`src/rtl/stopwatch_ctrl.sv`:
```
`default_nettype none
// +-------------------------------------------------------------------+
// | stopwatch_ctrl : button conditioning, run/pause FSM, tick divider  |
// | Optional lap-hold feature enabled by macro STOPWATCH_LAP_EN       |
// | Revision 1.0                                                      |
// +-------------------------------------------------------------------+
module stopwatch_ctrl #(
  parameter int TICK_DIV   = 100000000,
  parameter int DEB_CYCLES = 1000000
) (
  input  logic clk,
  input  logic rst_n,
  input  logic start_btn,
  input  logic stop_btn,
  input  logic reset_btn,
`ifdef STOPWATCH_LAP_EN
  input  logic lap_btn,
  output logic lap_hold,
`endif
  output logic tick_en,
  output logic clear,
  output logic running,
  output logic paused
);

  localparam int c_pw    = $clog2(TICK_DIV);
  localparam int c_cw    = $clog2(DEB_CYCLES + 1);
  localparam int c_start = 0;
  localparam int c_stop  = 1;
  localparam int c_rst   = 2;
`ifdef STOPWATCH_LAP_EN
  localparam int c_lap   = 3;
  localparam int c_nb    = 4;
`else
  localparam int c_nb    = 3;
`endif
  localparam logic [c_pw-1:0] c_tick_max = c_pw'(TICK_DIV - 1);
  localparam logic [c_cw-1:0] c_deb      = c_cw'(DEB_CYCLES);

  typedef enum logic [1:0] {
    S_IDLE    = 2'd0,
    S_RUNNING = 2'd1,
    S_PAUSED  = 2'd2
  } state_t;

  logic [c_nb-1:0] w_raw;
  logic [c_nb-1:0] w_press;

`ifdef STOPWATCH_LAP_EN
  assign w_raw = {lap_btn, reset_btn, stop_btn, start_btn};
`else
  assign w_raw = {reset_btn, stop_btn, start_btn};
`endif

  // Each button: 2-flop synchroniser, stability counter, rising-level pulse.
  for (genvar g = 0; g < c_nb; g++) begin : g_btn
    logic [1:0]      r_sync;
    logic [c_cw-1:0] r_cnt;
    logic            r_level;
    logic            r_pulse;

    always_ff @(posedge clk or negedge rst_n) begin
      if (!rst_n) begin
        r_sync  <= 2'b00;
        r_cnt   <= '0;
        r_level <= 1'b0;
        r_pulse <= 1'b0;
      end else begin
        r_sync  <= {r_sync[0], w_raw[g]};
        r_pulse <= 1'b0;
        if (r_sync[1] == r_level) begin
          r_cnt <= '0;
        end else if (r_cnt == c_deb) begin
          r_level <= r_sync[1];
          r_cnt   <= '0;
          r_pulse <= r_sync[1];
        end else begin
          r_cnt <= r_cnt + 1'b1;
        end
      end
    end

    assign w_press[g] = r_pulse;
  end

  state_t          r_state, w_state_nxt;
  logic [c_pw-1:0] r_presc, w_presc_nxt;
  logic            r_tick, w_tick_nxt;
  logic            r_clear, w_clear_nxt;
  logic            r_running, r_paused;
`ifdef STOPWATCH_LAP_EN
  logic            r_lap, w_lap_nxt;
`endif

  always_ff @(posedge clk or negedge rst_n) begin
    if (!rst_n) begin
      r_state   <= S_IDLE;
      r_presc   <= '0;
      r_tick    <= 1'b0;
      r_clear   <= 1'b0;
      r_running <= 1'b0;
      r_paused  <= 1'b0;
`ifdef STOPWATCH_LAP_EN
      r_lap     <= 1'b0;
`endif
    end else begin
      r_state   <= w_state_nxt;
      r_presc   <= w_presc_nxt;
      r_tick    <= w_tick_nxt;
      r_clear   <= w_clear_nxt;
      r_running <= (w_state_nxt == S_RUNNING);
      r_paused  <= (w_state_nxt == S_PAUSED);
`ifdef STOPWATCH_LAP_EN
      r_lap     <= w_lap_nxt;
`endif
    end
  end

  // The prescaler only advances on cycles that stay in RUNNING, so a stop
  // freezes the partial second and the resume edge does not consume a count.
  always_comb begin
    w_state_nxt = r_state;
    w_presc_nxt = r_presc;
    w_tick_nxt  = 1'b0;
    w_clear_nxt = 1'b0;
`ifdef STOPWATCH_LAP_EN
    w_lap_nxt   = r_lap;
`endif
    if (w_press[c_rst]) begin
      w_state_nxt = S_IDLE;
      w_presc_nxt = '0;
      w_clear_nxt = 1'b1;
    end else begin
      case (r_state)
        S_IDLE: begin
          if (w_press[c_start]) begin
            w_state_nxt = S_RUNNING;
            w_presc_nxt = '0;
          end
        end
        S_RUNNING: begin
          if (w_press[c_stop]) begin
            w_state_nxt = S_PAUSED;
          end else begin
            if (r_presc == c_tick_max) begin
              w_presc_nxt = '0;
              w_tick_nxt  = 1'b1;
            end else begin
              w_presc_nxt = r_presc + 1'b1;
            end
`ifdef STOPWATCH_LAP_EN
            if (w_press[c_lap] && !w_press[c_start])
              w_lap_nxt = ~r_lap;
`endif
          end
        end
        S_PAUSED: begin
          if (w_press[c_start])
            w_state_nxt = S_RUNNING;
        end
        default: begin
          w_state_nxt = S_IDLE;
          w_presc_nxt = '0;
        end
      endcase
    end
`ifdef STOPWATCH_LAP_EN
    if (w_state_nxt == S_IDLE)
      w_lap_nxt = 1'b0;
`endif
  end

  assign tick_en = r_tick;
  assign clear   = r_clear;
  assign running = r_running;
  assign paused  = r_paused;
`ifdef STOPWATCH_LAP_EN
  assign lap_hold = r_lap;
`endif

endmodule
`default_nettype wire

```
`config.mk`:
```
export PLATFORM = sky130hd
export DESIGN_NAME = stopwatch_ctrl
export DESIGN_NICKNAME = d
export VERILOG_FILES = /design/src/rtl/stopwatch_ctrl.sv
export SDC_FILE = /design/constraint.sdc
export NUM_CORES = 1
export LEC_CHECK = 0
export CAP_MARGIN = 25
export CORE_AREA = 3 3 106 108
export DETAILED_ROUTE_END_ITERATION = 8
export DIE_AREA = 0 0 109 111
export PLACE_DENSITY = 0.63
export SETUP_SLACK_MARGIN = 0.02
export SYNTH_ARGS = -nofsm -noshare
export SYNTH_HDL_FRONTEND = slang
export SYNTH_SLANG_ARGS = --single-unit
```
`constraint.sdc`:
```
create_clock -name clk -period 6.35 [get_ports clk]
set_clock_uncertainty 0.15 [all_clocks]
set_input_delay 0.635 -clock clk [delete_from_list [all_inputs] [get_ports clk]]
set_output_delay 0.635 -clock clk [all_outputs]
set_load 0.02 [all_outputs]
```
Word level (Yosys, flattened, before mapping)
Index checks and enable logic that the tools add are counted.

Register bits after elaboration: 105. Output and inout port bits: 4. Word-level logic and storage cells: 71.

Reductions and logical operators: 6. Equal/unequal tests: 14. Add/sub/neg operators: 4. Bitwise logic cells: 3. Multiplexer cells: 26.

Operators by type and width (count): $mux 20 (6); $mux 27 (4); $pmux 27 s3 (1); $add 20x1->20 const B (3); $eq 20x20->1 const B (3); $add 27x1->27 const B (1); $eq 27x27->1 const B (1); $mux 1 (11); $mux 2 (3); $ne 3x3->1 const B (2); $reduce_and 2->1 (3); $eq 2x1->1 const B (2); $eq 2x2->1 const B (2); $pmux 2 s2 (1); $eq 1x1->1 (3); $not 1->1 (3); $reduce_and 3->1 (1); $logic_not 2->1 (1); $ne 2x2->1 const B (1); $reduce_or 2->1 (1).

Logic depth before layout (Yosys ltp)
Depth in word-level cells: 5. Depth in mapped cells: 8. Depth with buffers taken out: 7.

Worst setup path before layout
Ideal clock, no wire load.

Kind: register to register. Start point: register r_presc[9]. End point: register r_presc[10]. Arrival time: 1.812 ns. Path slack: 4.250 ns. Cell stages (with the launch flop): 7. Period minus slack after synthesis: 2.100 ns. Cell sequence: dfrtp_1 -> or4b_4 -> nor4_4 -> a31oi_4 -> buf_6 -> a31oi_1 -> a31oi_1.

Word-level cells in the longest chain between the ends: 5. Elaborated cells between the ends (all ways): 6. Those cells by class: add/sub: 1; eq/ne: 1; mux: 4.

RTL lines: from (decl) (RTL line 87) `logic [c_pw-1:0] r_presc, w_presc_nxt;`; from (signal assigned) (RTL line 108) `r_presc <= w_presc_nxt;`; $add 27x1->27 / $eq 27x27->1 (equally long branches) (RTL line 149, 145); $mux 27 * (RTL line 145) `if (r_presc == c_tick_max) begin`; $mux 27 * (RTL line 142) `if (w_press[c_stop]) begin`; $pmux 27 s3 * (RTL line 134) `case (r_state)`; $mux 27 * (RTL line 129) `if (w_press[c_rst]) begin`.

Mark *: on every way between the ends. The rest lies on a longest branch, timed or not. The select of a mux whose other input is x is not followed. A chain may end at the register's enable or synchronous reset.

Worst setup path in the final report
Start point: register r_presc[9]. End point: register r_presc[14].

Same word-level chain as after synthesis.

==> summary.md <==
| Metric | Value |
|---|---|
| Post-Synth Adder-Cell Area | ~1.7% |
| Root Buffer | clkbuf_8 |
| Combinational Power Share | under 10% |
| Area post-placement | 5330 sq um |
| Synth cell types | 48 |
| Vias in the first global route | 3631 |
| Fin crit share | a little under two fifths |
| Finish-stage setup viols | 0 |
| Power Dens Cells | approximately 210 nW/um^2 |
| Cells after Synth | 520 |
| Share of post-route cells with drive strength above 1 | 6.93% |
| Boundary Pins | 9 |
| Via count | around 3700 |
| Status | completed |
| Syn_area_per_cell | just under 10 sq um |
| Most frequent cells in the layout | 105 x dfrtp_1, 98 x nor2_1, 34 x nand2_1 |
| Crit path setup slack, layout | 3.98 ns |
| Post-CTS Setup Bufs | 0 |
| Fin. max-slew vios | 0 |
| Drt wl/cell | about 14 microns |
| Hold Fails Final Rpt | 0 |
| Post-CTS resize count | 0 |
| DRT antenna net count | 0 |
| CTS sink count | ~110 |
| Final HPWL DP | slightly above 6 mm |
| Hold crit path type | in2async |
| CP max FO | 15 |
| Synth Cell Area | roughly 5100 sq um |
| Place WS | between 4 and 5 ns |
| Clk buf depth | 2 |
| Seq pwr share | approximately 60% |
| Switch Pwr | about 280 uW |
| First-pass GRT wire length | roughly 17 mm |
| Layout Utilization | between 50% and 60% |
| Max_cap viols | 0 |
| CP required | between 6 and 7 ns |
| Initial antenna violation count | 0 |
| Clock latency on the worst-skew pair | around 0.37 ns |
| Largest family of logic cells by synthesized area | simple AND/OR/NAND/NOR gates |
| Layout area overhead | 8.27% |
| H-tree lvl count | 3 |
| Row count | 37 |
| Switching Share | a little under a quarter |
| Int Power | just under 900 uW |
| Multiplexer share of the synthesized area | less than 1% |
| Clock network fraction of total power | 37.5% |
| Slew @ Worst Pin | roughly 0.79 ns |
| Core area | around 10000 sq um |
| Synth Net Count | around 530 |
| Hold WS | roughly 0.013 ns |
| Crit path time final | 2.37 ns |
| DIE AREA | approximately 12000 sq um |
| Ys Warns | 0 |
| Cell leakage power | ~0.0024 uW |
| Post-Route WL | 9.36 mm |
| First DRT Iteration DRCs | around 160 |
| Fin area | about 5600 sq um |
| Num CTS Buffers | 9 |
| Register bit count reported by yosys | about 110 |
| Most common cell after layout, fill and taps aside | dfrtp_1 |
| Largest net degree at the start of global routing | 77 |
| Routability congestion estimate | just over 0.8 |
| CTS Hold Buffers Added | 0 |
| Max Fclk | 423 MHz |
| Peak VDD IR | 0.000177 V |
| Simple-gate area share of the yosys netlist | between 20% and 30% |
| Total GRT Usage | 16.7% |
| Top_reg_cell synth | dfrtp_1 |
| Post-Synth XOR/XNOR Area | ~11% |
| Die width | around 110 microns |
| Kind of critical path | reg2reg |
| Chip height | ~110 microns |
| Reg clk slew, reported paths | 0.11 ns |
| Critical Path Sink Type | flop |
| Final TNS setup | 0 ns |
| Relative slew slack | between 40% and 50% |
| Fin nets | 541 |
| Via/cell ratio | ~5.5 |
| Worst Path Arrival | roughly 2.5 ns |
| Sequential-to-total area share from yosys stat | 51.1% |
| GR Overflow Total | 0 |
| Starting Density | about half |
| Synth Area in Compound Gates | approximately 6.2% |
| CTS tree | yes |
| Diode count | 0 |
| EDFF count, synth | 0 |
| PortBufs | 8 |
| Post-synthesis async set-or-reset flop share | 100% |
| RSZ-0062 raised after global routing | no |
| Drt pass-1 iters | 4 |
| Startpoint class of the critical path | flop |
| Drt drc | 0 |
[cell usage after synthesis, types with 4 or more instances]
master       n  share of area (%)
a21oi_1     10               0.97
a31oi_1      8               0.97
and3_1      17                2.1
and4_1       7                1.2
clkbuf_1     8               0.58
dfrtp_1    105                 51
ha_1         7                1.7
inv_1       19                1.4
nand2_1     34                2.5
nand3_1     28                2.7
nand4_1     19                2.3
nor2_1      98                7.2
nor3_1      12                1.2
nor4_1       4               0.49
nor4b_1      4               0.68
o2111ai_1    8                1.4
o21ai_0     10               0.97
or2_2        4               0.49
or3_1        5               0.61
or4_1        5               0.73
xnor2_1     33                5.6
xor2_1      33                5.6
[final timing paths]
| check | startpoint | end | slack, ns | cells past startpoint |
|---|---|---|---|---|
| hold / removal | rst_n | g_btn[0].r_cnt[9] | 0.01 | 1 |
| setup / recovery | r_presc[9] | r_presc[14] | 3.98 | 5 |
| max in group asynchronous | rst_n | g_btn[1].r_cnt[4] | 5.12 | 3 |
| setup reg to reg | r_presc[9] | r_presc[14] | 3.98 | 5 |
| hold reg to reg | g_btn[1].r_sync[0] | g_btn[1].r_sync[1] | 0.21 | 0 |
| min in group clk | g_btn[1].r_sync[0] | g_btn[1].r_sync[1] | 0.21 | 0 |
[state kept, by name, summed over array words and instances, names as in the netlist]
register,cells
clear,1
g_btn.r_cnt,60
g_btn.r_level,3
g_btn.r_pulse,3
g_btn.r_sync,6
paused,1
r_presc,27
r_state,2
running,1
tick_en,1
[kinds of logic after synthesis]
logic type               after synthesis
multiplexers                           4
XOR/XNOR                              66
AO/OA/AOI/OAI                         47
AND/OR/NAND/NOR                      260
adder cells (fa/ha/maj)                7
buffers and inverters                 31
flip-flops                           105
[cell type report]
| type | instances | area (sq um) |
|---|---|---|
| clock inverters | 7 | 83.8 |
| repair buffers | 10 | 113 |
| well taps | 136 | 170 |
| multi-input cells | 384 | 2380 |
| inverters | 19 | 71.3 |
| clock buffers | 9 | 124 |
| flip-flops and latches | 105 | 2630 |
| fillers | 912 | 4750 |
[routing by layer]
| layer | GRT usage [%] | wire length, microns |
|---|---|---|
| met4 | 4.88 | 65 |
| met1 | 22.8 | 4560 |
| met5 | 0 | 0 |
| met3 | 4.31 | 272 |
| met2 | 26.1 | 4460 |
[critical path: stages, from the launching register on]
cell and delay [ns]:
dfrtp_1 0.44, or4b_4 0.58, nor4_4 0.35, a31oi_4 0.25, nor2_4 0.37, nor2_1 0.10
[power groups by stage]
stage	Clock [uW]	Sequential (uW)	Combinational (uW)
CTS	446	682	36.5
detailed placement	0	695	36.4
global placement	0	695	35.6
global route	477	684	44.0
floorplan	0	693	16.7
finish	432	682	36.8
[per-stage QoR]
stage          power (uW)  instances
4_1_cts              1160        669
6_report             1150        670
5_1_grt              1200        670
3_5_place_dp          732        653
2_1_floorplan         710        520
3_3_place_gp          730        653
(Power assumes the default switching activity.)
